[config.mk]
export PLATFORM = sky130hd
export DESIGN_NAME = mem_access_master
export DESIGN_NICKNAME = d
export VERILOG_FILES = /design/src/rtl/mem_pkg.sv /design/src/rtl/mem_lat_counter.sv /design/src/rtl/mem_access_master.sv
export SDC_FILE = /design/constraint.sdc
export NUM_CORES = 1
export LEC_CHECK = 0
export ABC_CLOCK_PERIOD_IN_PS = 1300
export BUFFER_PORTS_ARGS = -buffer_cell sky130_fd_sc_hd__buf_2
export CORE_AREA = 3 3 105 107
export CTS_CLUSTER_SIZE = 40
export DETAILED_ROUTE_END_ITERATION = 8
export DIE_AREA = 0 0 108 110
export HOLD_SLACK_MARGIN = 0.12
export PLACE_DENSITY = 0.75
export SLEW_MARGIN = 15
export SYNTH_ARGS = -nofsm -noshare
export SYNTH_HDL_FRONTEND = slang
export SYNTH_SLANG_ARGS = --single-unit
[constraint.sdc]
create_clock -name clk -period 1.3 [get_ports clk]
set_input_delay 0.13 -clock clk [delete_from_list [all_inputs] [get_ports clk]]
set_output_delay 0.13 -clock clk [all_outputs]
set_load 0.02 [all_outputs]
[src/rtl/mem_pkg.sv]
// Shared types and constants for the memory access master and its latency counter.
package mem_pkg;

    localparam int DEF_DATA_WIDTH = 32;
    localparam int DEF_ADDR_WIDTH = 32;
    localparam int LAT_CNT_W      = 4;

    localparam logic [31:0] ROM_BASE = 32'h0040_0000;
    localparam logic [31:0] RAM_BASE = 32'h1001_0000;

    typedef enum logic [1:0] {
        IDLE  = 2'd0,
        ISSUE = 2'd1,
        WAIT  = 2'd2,
        RESP  = 2'd3
    } mem_state_e;

    function automatic logic addr_misaligned(input logic [1:0] lsb);
        return (lsb != 2'b00);
    endfunction

endpackage

[src/rtl/mem_lat_counter.sv]
// Load/decrement counter that flags the last cycle of a read-latency window.
module mem_lat_counter
    import mem_pkg::*;
(
    input  logic                 clk,
    input  logic                 rst_n,
    input  logic                 load_i,
    input  logic [LAT_CNT_W-1:0] load_val_i,
    input  logic                 dec_i,
    output logic                 last_o
);

    logic [LAT_CNT_W-1:0] cnt_q;
    logic [LAT_CNT_W-1:0] cnt_d;

    // next count: load wins over decrement, and the count never wraps below zero
    always_comb begin
        cnt_d = cnt_q;
        if (load_i) begin
            cnt_d = load_val_i;
        end else if (dec_i && (cnt_q != {LAT_CNT_W{1'b0}})) begin
            cnt_d = cnt_q - {{(LAT_CNT_W-1){1'b0}}, 1'b1};
        end else begin
            cnt_d = cnt_q;
        end
    end

    // count register
    always_ff @(posedge clk or negedge rst_n) begin
        if (!rst_n) begin
            cnt_q <= {LAT_CNT_W{1'b0}};
        end else begin
            cnt_q <= cnt_d;
        end
    end

    assign last_o = (cnt_q == {{(LAT_CNT_W-1){1'b0}}, 1'b1});

endmodule

[src/rtl/mem_access_master.sv]
// Single-outstanding load/store initiator toward a fixed-latency synchronous memory.
// Optional build macro: MEM_ALIGN_CHECK_EN (reject misaligned requests with rsp_err_o).
module mem_access_master
    import mem_pkg::*;
#(
    parameter int DATA_WIDTH = DEF_DATA_WIDTH,
    parameter int ADDR_WIDTH = DEF_ADDR_WIDTH,
    parameter int RD_LATENCY = 1
) (
    input  logic                  clk,
    input  logic                  rst_n,
    input  logic                  req_valid_i,
    output logic                  req_ready_o,
    input  logic                  req_we_i,
    input  logic [ADDR_WIDTH-1:0] req_addr_i,
    input  logic [DATA_WIDTH-1:0] req_wdata_i,
    output logic                  rsp_valid_o,
    input  logic                  rsp_ready_i,
    output logic [DATA_WIDTH-1:0] rsp_rdata_o,
    output logic                  rsp_err_o,
    output logic                  mem_we_o,
    output logic [ADDR_WIDTH-1:0] mem_addr_o,
    output logic [DATA_WIDTH-1:0] mem_wdata_o,
    input  logic [DATA_WIDTH-1:0] mem_rdata_i
);

    localparam logic [LAT_CNT_W-1:0]  RD_LAT_C    = LAT_CNT_W'(RD_LATENCY);
    localparam logic [ADDR_WIDTH-1:0] WORD_MASK_C = ~ADDR_WIDTH'(2'b11);

    mem_state_e            state_q, state_d;
    logic                  mem_we_q, mem_we_d;
    logic [ADDR_WIDTH-1:0] mem_addr_q, mem_addr_d;
    logic [DATA_WIDTH-1:0] mem_wdata_q, mem_wdata_d;
    logic                  rsp_valid_q, rsp_valid_d;
    logic [DATA_WIDTH-1:0] rsp_rdata_q, rsp_rdata_d;
    logic                  rsp_err_q, rsp_err_d;
    logic                  cnt_load_s;
    logic                  cnt_dec_s;
    logic                  cnt_last_s;

    mem_lat_counter u_lat_counter (
        .clk        (clk),
        .rst_n      (rst_n),
        .load_i     (cnt_load_s),
        .load_val_i (RD_LAT_C),
        .dec_i      (cnt_dec_s),
        .last_o     (cnt_last_s)
    );

    // next-state and output-register logic; the latched request lives in the mem_* registers
    always_comb begin
        state_d     = state_q;
        mem_we_d    = mem_we_q;
        mem_addr_d  = mem_addr_q;
        mem_wdata_d = mem_wdata_q;
        rsp_valid_d = rsp_valid_q;
        rsp_rdata_d = rsp_rdata_q;
        rsp_err_d   = rsp_err_q;
        cnt_load_s  = 1'b0;
        cnt_dec_s   = 1'b0;
        case (state_q)
            IDLE: begin
                if (req_valid_i) begin
`ifdef MEM_ALIGN_CHECK_EN
                    if (addr_misaligned(req_addr_i[1:0])) begin
                        state_d     = RESP;
                        rsp_valid_d = 1'b1;
                        rsp_err_d   = 1'b1;
                        rsp_rdata_d = {DATA_WIDTH{1'b0}};
                    end else begin
                        state_d     = ISSUE;
                        mem_we_d    = req_we_i;
                        mem_addr_d  = req_addr_i;
                        mem_wdata_d = req_wdata_i;
                    end
`else
                    state_d     = ISSUE;
                    mem_we_d    = req_we_i;
                    mem_addr_d  = req_addr_i & WORD_MASK_C;
                    mem_wdata_d = req_wdata_i;
`endif
                end else begin
                    state_d = IDLE;
                end
            end
            ISSUE: begin
                mem_we_d = 1'b0;
                if (mem_we_q) begin
                    state_d     = RESP;
                    rsp_valid_d = 1'b1;
                    rsp_rdata_d = {DATA_WIDTH{1'b0}};
                    rsp_err_d   = 1'b0;
                end else begin
                    state_d    = WAIT;
                    cnt_load_s = 1'b1;
                end
            end
            WAIT: begin
                cnt_dec_s = 1'b1;
                // read data is only valid at the edge that ends the latency window
                if (cnt_last_s) begin
                    state_d     = RESP;
                    rsp_valid_d = 1'b1;
                    rsp_rdata_d = mem_rdata_i;
                    rsp_err_d   = 1'b0;
                end else begin
                    state_d = WAIT;
                end
            end
            RESP: begin
                if (rsp_ready_i) begin
                    state_d     = IDLE;
                    rsp_valid_d = 1'b0;
                    rsp_err_d   = 1'b0;
                end else begin
                    state_d = RESP;
                end
            end
            default: begin
                state_d     = IDLE;
                mem_we_d    = 1'b0;
                rsp_valid_d = 1'b0;
                rsp_err_d   = 1'b0;
            end
        endcase
    end

    // state and output registers
    always_ff @(posedge clk or negedge rst_n) begin
        if (!rst_n) begin
            state_q     <= IDLE;
            mem_we_q    <= 1'b0;
            mem_addr_q  <= {ADDR_WIDTH{1'b0}};
            mem_wdata_q <= {DATA_WIDTH{1'b0}};
            rsp_valid_q <= 1'b0;
            rsp_rdata_q <= {DATA_WIDTH{1'b0}};
            rsp_err_q   <= 1'b0;
        end else begin
            state_q     <= state_d;
            mem_we_q    <= mem_we_d;
            mem_addr_q  <= mem_addr_d;
            mem_wdata_q <= mem_wdata_d;
            rsp_valid_q <= rsp_valid_d;
            rsp_rdata_q <= rsp_rdata_d;
            rsp_err_q   <= rsp_err_d;
        end
    end

    assign req_ready_o = (state_q == IDLE);
    assign rsp_valid_o = rsp_valid_q;
    assign rsp_rdata_o = rsp_rdata_q;
    assign rsp_err_o   = rsp_err_q;
    assign mem_we_o    = mem_we_q;
    assign mem_addr_o  = mem_addr_q;
    assign mem_wdata_o = mem_wdata_q;

endmodule

== Yosys cells after proc, flatten, opt, wreduce, memory -nomap -nowiden ==
Index checks and enable logic that the tools add are counted.

* Add/sub/neg operators: 1
* Equal/unequal tests: 8
* Multiplexer cells: 22
* Reductions and logical operators: 11

{| class="wikitable"
|+ Operator list
! cell !! count
|-
| $mux W32 || 2
|-
| $pmux W32 S2 || 1
|-
| $mux W1 || 12
|-
| $mux W4 || 2
|-
| $ne A2 B2 Y1 const B || 4
|-
| $pmux W2 S4 || 1
|-
| $pmux W1 S3 || 2
|-
| $reduce_bool A2 Y1 || 3
|-
| $eq A2 B2 Y1 const B || 2
|-
| $eq A4 B1 Y1 const B || 1
|-
| $reduce_and A2 Y1 || 2
|-
| $reduce_and A4 Y1 || 1
|-
| $reduce_bool A4 Y1 || 1
|-
| $sub A4 B1 Y4 const B || 1
|-
| $reduce_and A3 Y1 || 1
|-
| $reduce_bool A3 Y1 || 1
|-
| $eq A2 B1 Y1 const B || 1
|-
| $logic_not A2 Y1 || 1
|-
| $mux W2 || 1
|-
| $pmux W1 S2 || 1
|-
| $logic_and A1 B1 Y1 || 1
|}

* Flip-flop bits (word level): 103
* Bits of input ports: 101
* Output and inout port bits: 100
* Word-level logic and storage cells: 50

== Logic depth before layout (Yosys ltp) ==
* Word-level depth: 5
* Gate-level depth with buffers: 6
* Depth with buffers taken out: 5

== Cells and area by module ==
From an unflattened synthesis, not the netlist that was laid out.

* Cells, all modules: 340
* Area total of the unflattened synthesis: 5,034.8 um^2

{| class="wikitable"
|+ By module, submodules not included
! module !! instances !! cells each !! area each (um^2) !! seq. area each (um^2)
|-
| mem_access_master || 1 || 311 || 4,752.1 || 2,452.4
|-
| mem_lat_counter || 1 || 29 || 282.8 || 100.1
|}

== Worst setup path before layout ==
OpenSTA, ideal clock, no wires.

* Kind: reg-to-reg
* Start point: reg state_q[1]
* End point: reg mem_wdata_q[11] (netlist: mem_wdata_o[11])
* Library setup time: 125 ps
* Data arrival time: 1,556 ps
* Data required time: 1,175 ps
* Setup slack: -381 ps
* Cell stages (with the launch flop): 6
* Path buffers: 2
* Period minus slack after synthesis: 1,681 ps
* Cell sequence: dfrtp_1 nor2_1 and2_1 buf_4 buf_4 mux2_2

* Word-level cells in the longest chain between the ends: 2

{| class="wikitable"
|+ RTL lines
! item !! line !! source
|-
| from (decl) || mem_access_master.sv:30 || <nowiki>mem_state_e state_q, state_d;</nowiki>
|-
| from (signal assigned) || mem_access_master.sv:139 || <nowiki>state_q <= state_d;</nowiki>
|-
| $logic_not A2 Y1 || -- ||
|-
| via req_ready_o || mem_access_master.sv:13 || <nowiki>output logic req_ready_o,</nowiki>
|-
| $reduce_and A2 Y1 (no source line) || -- ||
|-
| to (signal assigned) || mem_access_master.sv:134 || <nowiki>mem_wdata_q <= {DATA_WIDTH{1'b0}};</nowiki>
|-
| to (signal assigned) || mem_access_master.sv:142 || <nowiki>mem_wdata_q <= mem_wdata_d;</nowiki>
|-
| to (decl) || mem_access_master.sv:33 || <nowiki>logic [DATA_WIDTH-1:0] mem_wdata_q, mem_wdata_d;</nowiki>
|}

The timed path passes the listed nets, and every way through them passes these cells.
A chain may end at the register's enable or synchronous reset.

== Worst setup path in the final report ==
* Start point: reg state_q[1]
* End point: reg mem_addr_q[9] (netlist: mem_addr_o[9])

* Word-level cells in the longest chain between the ends: 2

{| class="wikitable"
|+ RTL lines
! item !! line !! source
|-
| $logic_not A2 Y1 || mem_access_master.sv:61 || <nowiki>case (state_q)</nowiki>
|-
| $reduce_and A2 Y1 (no source line) || -- ||
|-
| to (signal assigned) || mem_access_master.sv:133 || <nowiki>mem_addr_q <= {ADDR_WIDTH{1'b0}};</nowiki>
|-
| to (signal assigned) || mem_access_master.sv:141 || <nowiki>mem_addr_q <= mem_addr_d;</nowiki>
|-
| to (decl) || mem_access_master.sv:32 || <nowiki>logic [ADDR_WIDTH-1:0] mem_addr_q, mem_addr_d;</nowiki>
|}

Every way passes these cells.

==> flow_summary.toml <==
[timing]
fin_skew_ns = 0.00945
fmax_ghz = 0.693
hold_slack_ns = 0.335
min_period_over_period_pct = 111
slew_headroom_pct = 63.1
final_hold_viol_count = 0
setup_viol = 97
grt_setup_unrepaired = "true"
drv_slew = 0
worst_slack_ns = -0.143
worst_slew_pin_slew_ns = 0.553
min_period_ns = 1.44

[clock_network]
cts_tree = "built"
cts_buffer_depth = 2
clkSinkCount = 102
clkTransAtPathRegs_ns = 0.09
root_buffer = "clkbuf_8"
clock_latency_ns = 0.36
cts_max_level = 3
cts-buffers-inserted = 9

[synth]
yosys-top-cells-area = "dfrtp_1, mux2_2, mux2i_1"
netlist_instances = 320
ys_seq_area_share_pct = 60.0
synth.top_cell.area_share_pct = 60.0
synthDistinctLibCells = 33
synth_edf_count = 0
synth_area_leader_cell = "dfrtp_1"
synth_warnings = 0
async_flop_share_pct = 100
syn_avg_cell_area_um2 = 13.3
dominantRegCellSynth = "dfrtp_1"
yosys_register_bits = 102
synth_area_mm2 = 0.00426

[floorplan]
die_y_um = 110
start_util_pct = 41.6
dieArea_mm2 = 0.0119
core_mm2 = 0.0102
rows = 37
num_io_pins = 201
fp.dieW_um = 108

[routing]
routed_via_density = 4.67
wl_per_cell_um = 16.0
drt-total-wl_um = 12200
drcViolationCount = 0
dr_total_vias = 3569
drt_pass1_iterations = 4
ant_nets = 0
drtIter0Drc = 201

[setup_path]
cp_data_arrival_time_ns = 1.69
crit_fanout = 30
path_class = "reg2reg"
crit_path_end_kind = "register"
critPathLaunchType = "register"
critPathRequiredTime_ns = 1.55

[run_status]
violations = "negative setup slack"
status = "complete, but fails checks"

[layout]
nFillCells = 715
nets = 726
fin_area_mm2 = 0.00675
antenna_cells = 0
fin_util_pct = 66.0
drive_above_1_share_pct = 47.9
area_growth_pct = 58.6

[pwr]
pwr-share-comb_pct = 50.3
pwr-share-clk_pct = 13.8
power.leakage_uw = 0.00353
p_sw_uw = 6430
peakVddDrop_v = 0.00114
powerDensity_mw_per_mm2 = 2340
p_int_uw = 9360
p_sw_share_pct = 40.7
seq_power_share_pct = 35.9

[global_routing]
grt_max_degree = 102
antenna_found_initial = 0
grt_use_met2_pct = 36.8
overflow = 0
grt_pass1_wl_um = 19000
grt_pass1_vias = 3890
use_met3_pct = 5.24
met1_usage_pct = 22.6
grt_use_total_pct = 20.5
busiest_layer = "met2"

[placed_design]
finalWeightedCongestion = 0.701
hpwl_um = 7050
io_buffers = 195
place_area_mm2 = 0.00544

[min_path]
hp-class = "in2async"

[job]
max_cap_violations = 0
-- routing by layer --
metal | vias up | routed length (µm)
li1 | 1680 | -
met1 | 1705 | 4750
met2 | 156 | 6210
met3 | 28 | 902
met4 | 0 | 358
met5 | - | 0
-- Yosys cell counts (2+ instances only) --
cell and number:
a21oi_1 2, and3_1 2, buf_12 2, buf_2 2
buf_4 10, buf_6 3, clkbuf_1 5, dfrtp_1 102
ha_1 2, inv_1 3, mux2_1 10, mux2_2 52
mux2i_1 34, nand2_1 68, nand3b_1 3, nor2_1 3
-- repair_timing --
item	CTS	global route
hold endpoints to repair	199	0
setup endpoints to repair	100	99
buffers inserted	1	2
hold buffers	99	0
pin swaps	1	2
gates resized for setup	8	14
-- kinds of logic after synthesis --
| family | share of synthesized area (%) |
|---|---|
| buffers and inverters | 4.79 |
| and+or+nand+nor | 8.47 |
| AOI/OAI and AO/OA | 1.68 |
| adders and majority gates | 0.588 |
| muxes | 24.4 |
| DFF | 60.0 |
| other | 0.0881 |
-- layout by cell type, fill, tap and decap left out, types with 2 or more instances in the layout --
master,n
nand3b_1,3
nand2_4,2
mux2_1,4
buf_4,12
clkinvlp_4,3
and3_1,2
nand2_1,66
buf_12,6
mux2_2,48
dfrtp_1,101
buf_2,193
mux2_4,10
buf_6,3
mux2i_1,33
inv_1,3
nor2_1,2
bufinv_16,2
clkbuf_8,9
a21oi_1,2
dlygate4sd3_1,99
conb_1,3
-- final timing paths --
kind,start,to,slack [ns],cells after the start
max in group asynchronous,rst_n,mem_wdata_o[8],0.51,3
max,state_q[1],mem_addr_o[9],-0.14,4
min in group clk,mem_wdata_o[30],mem_wdata_o[30],0.49,1
min reg2reg,mem_wdata_o[30],mem_wdata_o[30],0.49,1
min,rst_n,rsp_rdata_o[11],0.33,3
max reg2reg,state_q[1],mem_addr_o[9],-0.14,4
-- metrics by stage --
| step | setup TNS (ns) | std cells | setup slack, ns | total power [µW] |
|---|---|---|---|---|
| 2_1_floorplan | -11.58 | 322 | -0.169 | 10500 |
| 3_3_place_gp | -8.53 | 646 | -0.111 | 12700 |
| 3_5_place_dp | -9.78 | 646 | -0.124 | 13100 |
| 4_1_cts | -9.38 | 762 | -0.120 | 15600 |
| 5_1_grt | -15.65 | 764 | -0.198 | 16800 |
| 6_report | -9.73 | 764 | -0.143 | 15800 |
-- flip-flops by register name, indices dropped and copies added (netlist names) --
register	flops
u_lat_counter.cnt_q	4
mem_we_o	1
rsp_valid_o	1
rsp_rdata_o	32
mem_addr_o	30
state_q	2
mem_wdata_o	32
-- area by class of cell --
type                            instances  area, µm²  area share [%]
Clock inverter                          7       96.3            1.43
Tap cell                              136        170            2.52
Inverter                                3       11.3           0.167
Clock buffer                            9        124            1.84
Sequential cell                       102       2550            37.8
Multi-Input combinational cell        194       1590            23.6
Timing Repair Buffer                  313       2200            32.6
-- power groups by stage --
stage / clock network (µW) / registers (µW) / logic (µW)
after detailed placement: 0 / 5630 / 7420
after CTS: 2260 / 5590 / 7750
after floorplan: 0 / 7450 / 3060
after global placement: 0 / 5540 / 7210
after global routing: 2400 / 5870 / 8560
final: 2180 / 5660 / 7950
-- worst max-delay path: stages (launching register included) --
cell and delay [ns]:
dfrtp_2 0.46, nor2_4 0.10, and2_4 0.19, buf_12 0.21, mux2_2 0.37
Power figures use the tool's default switching activity.
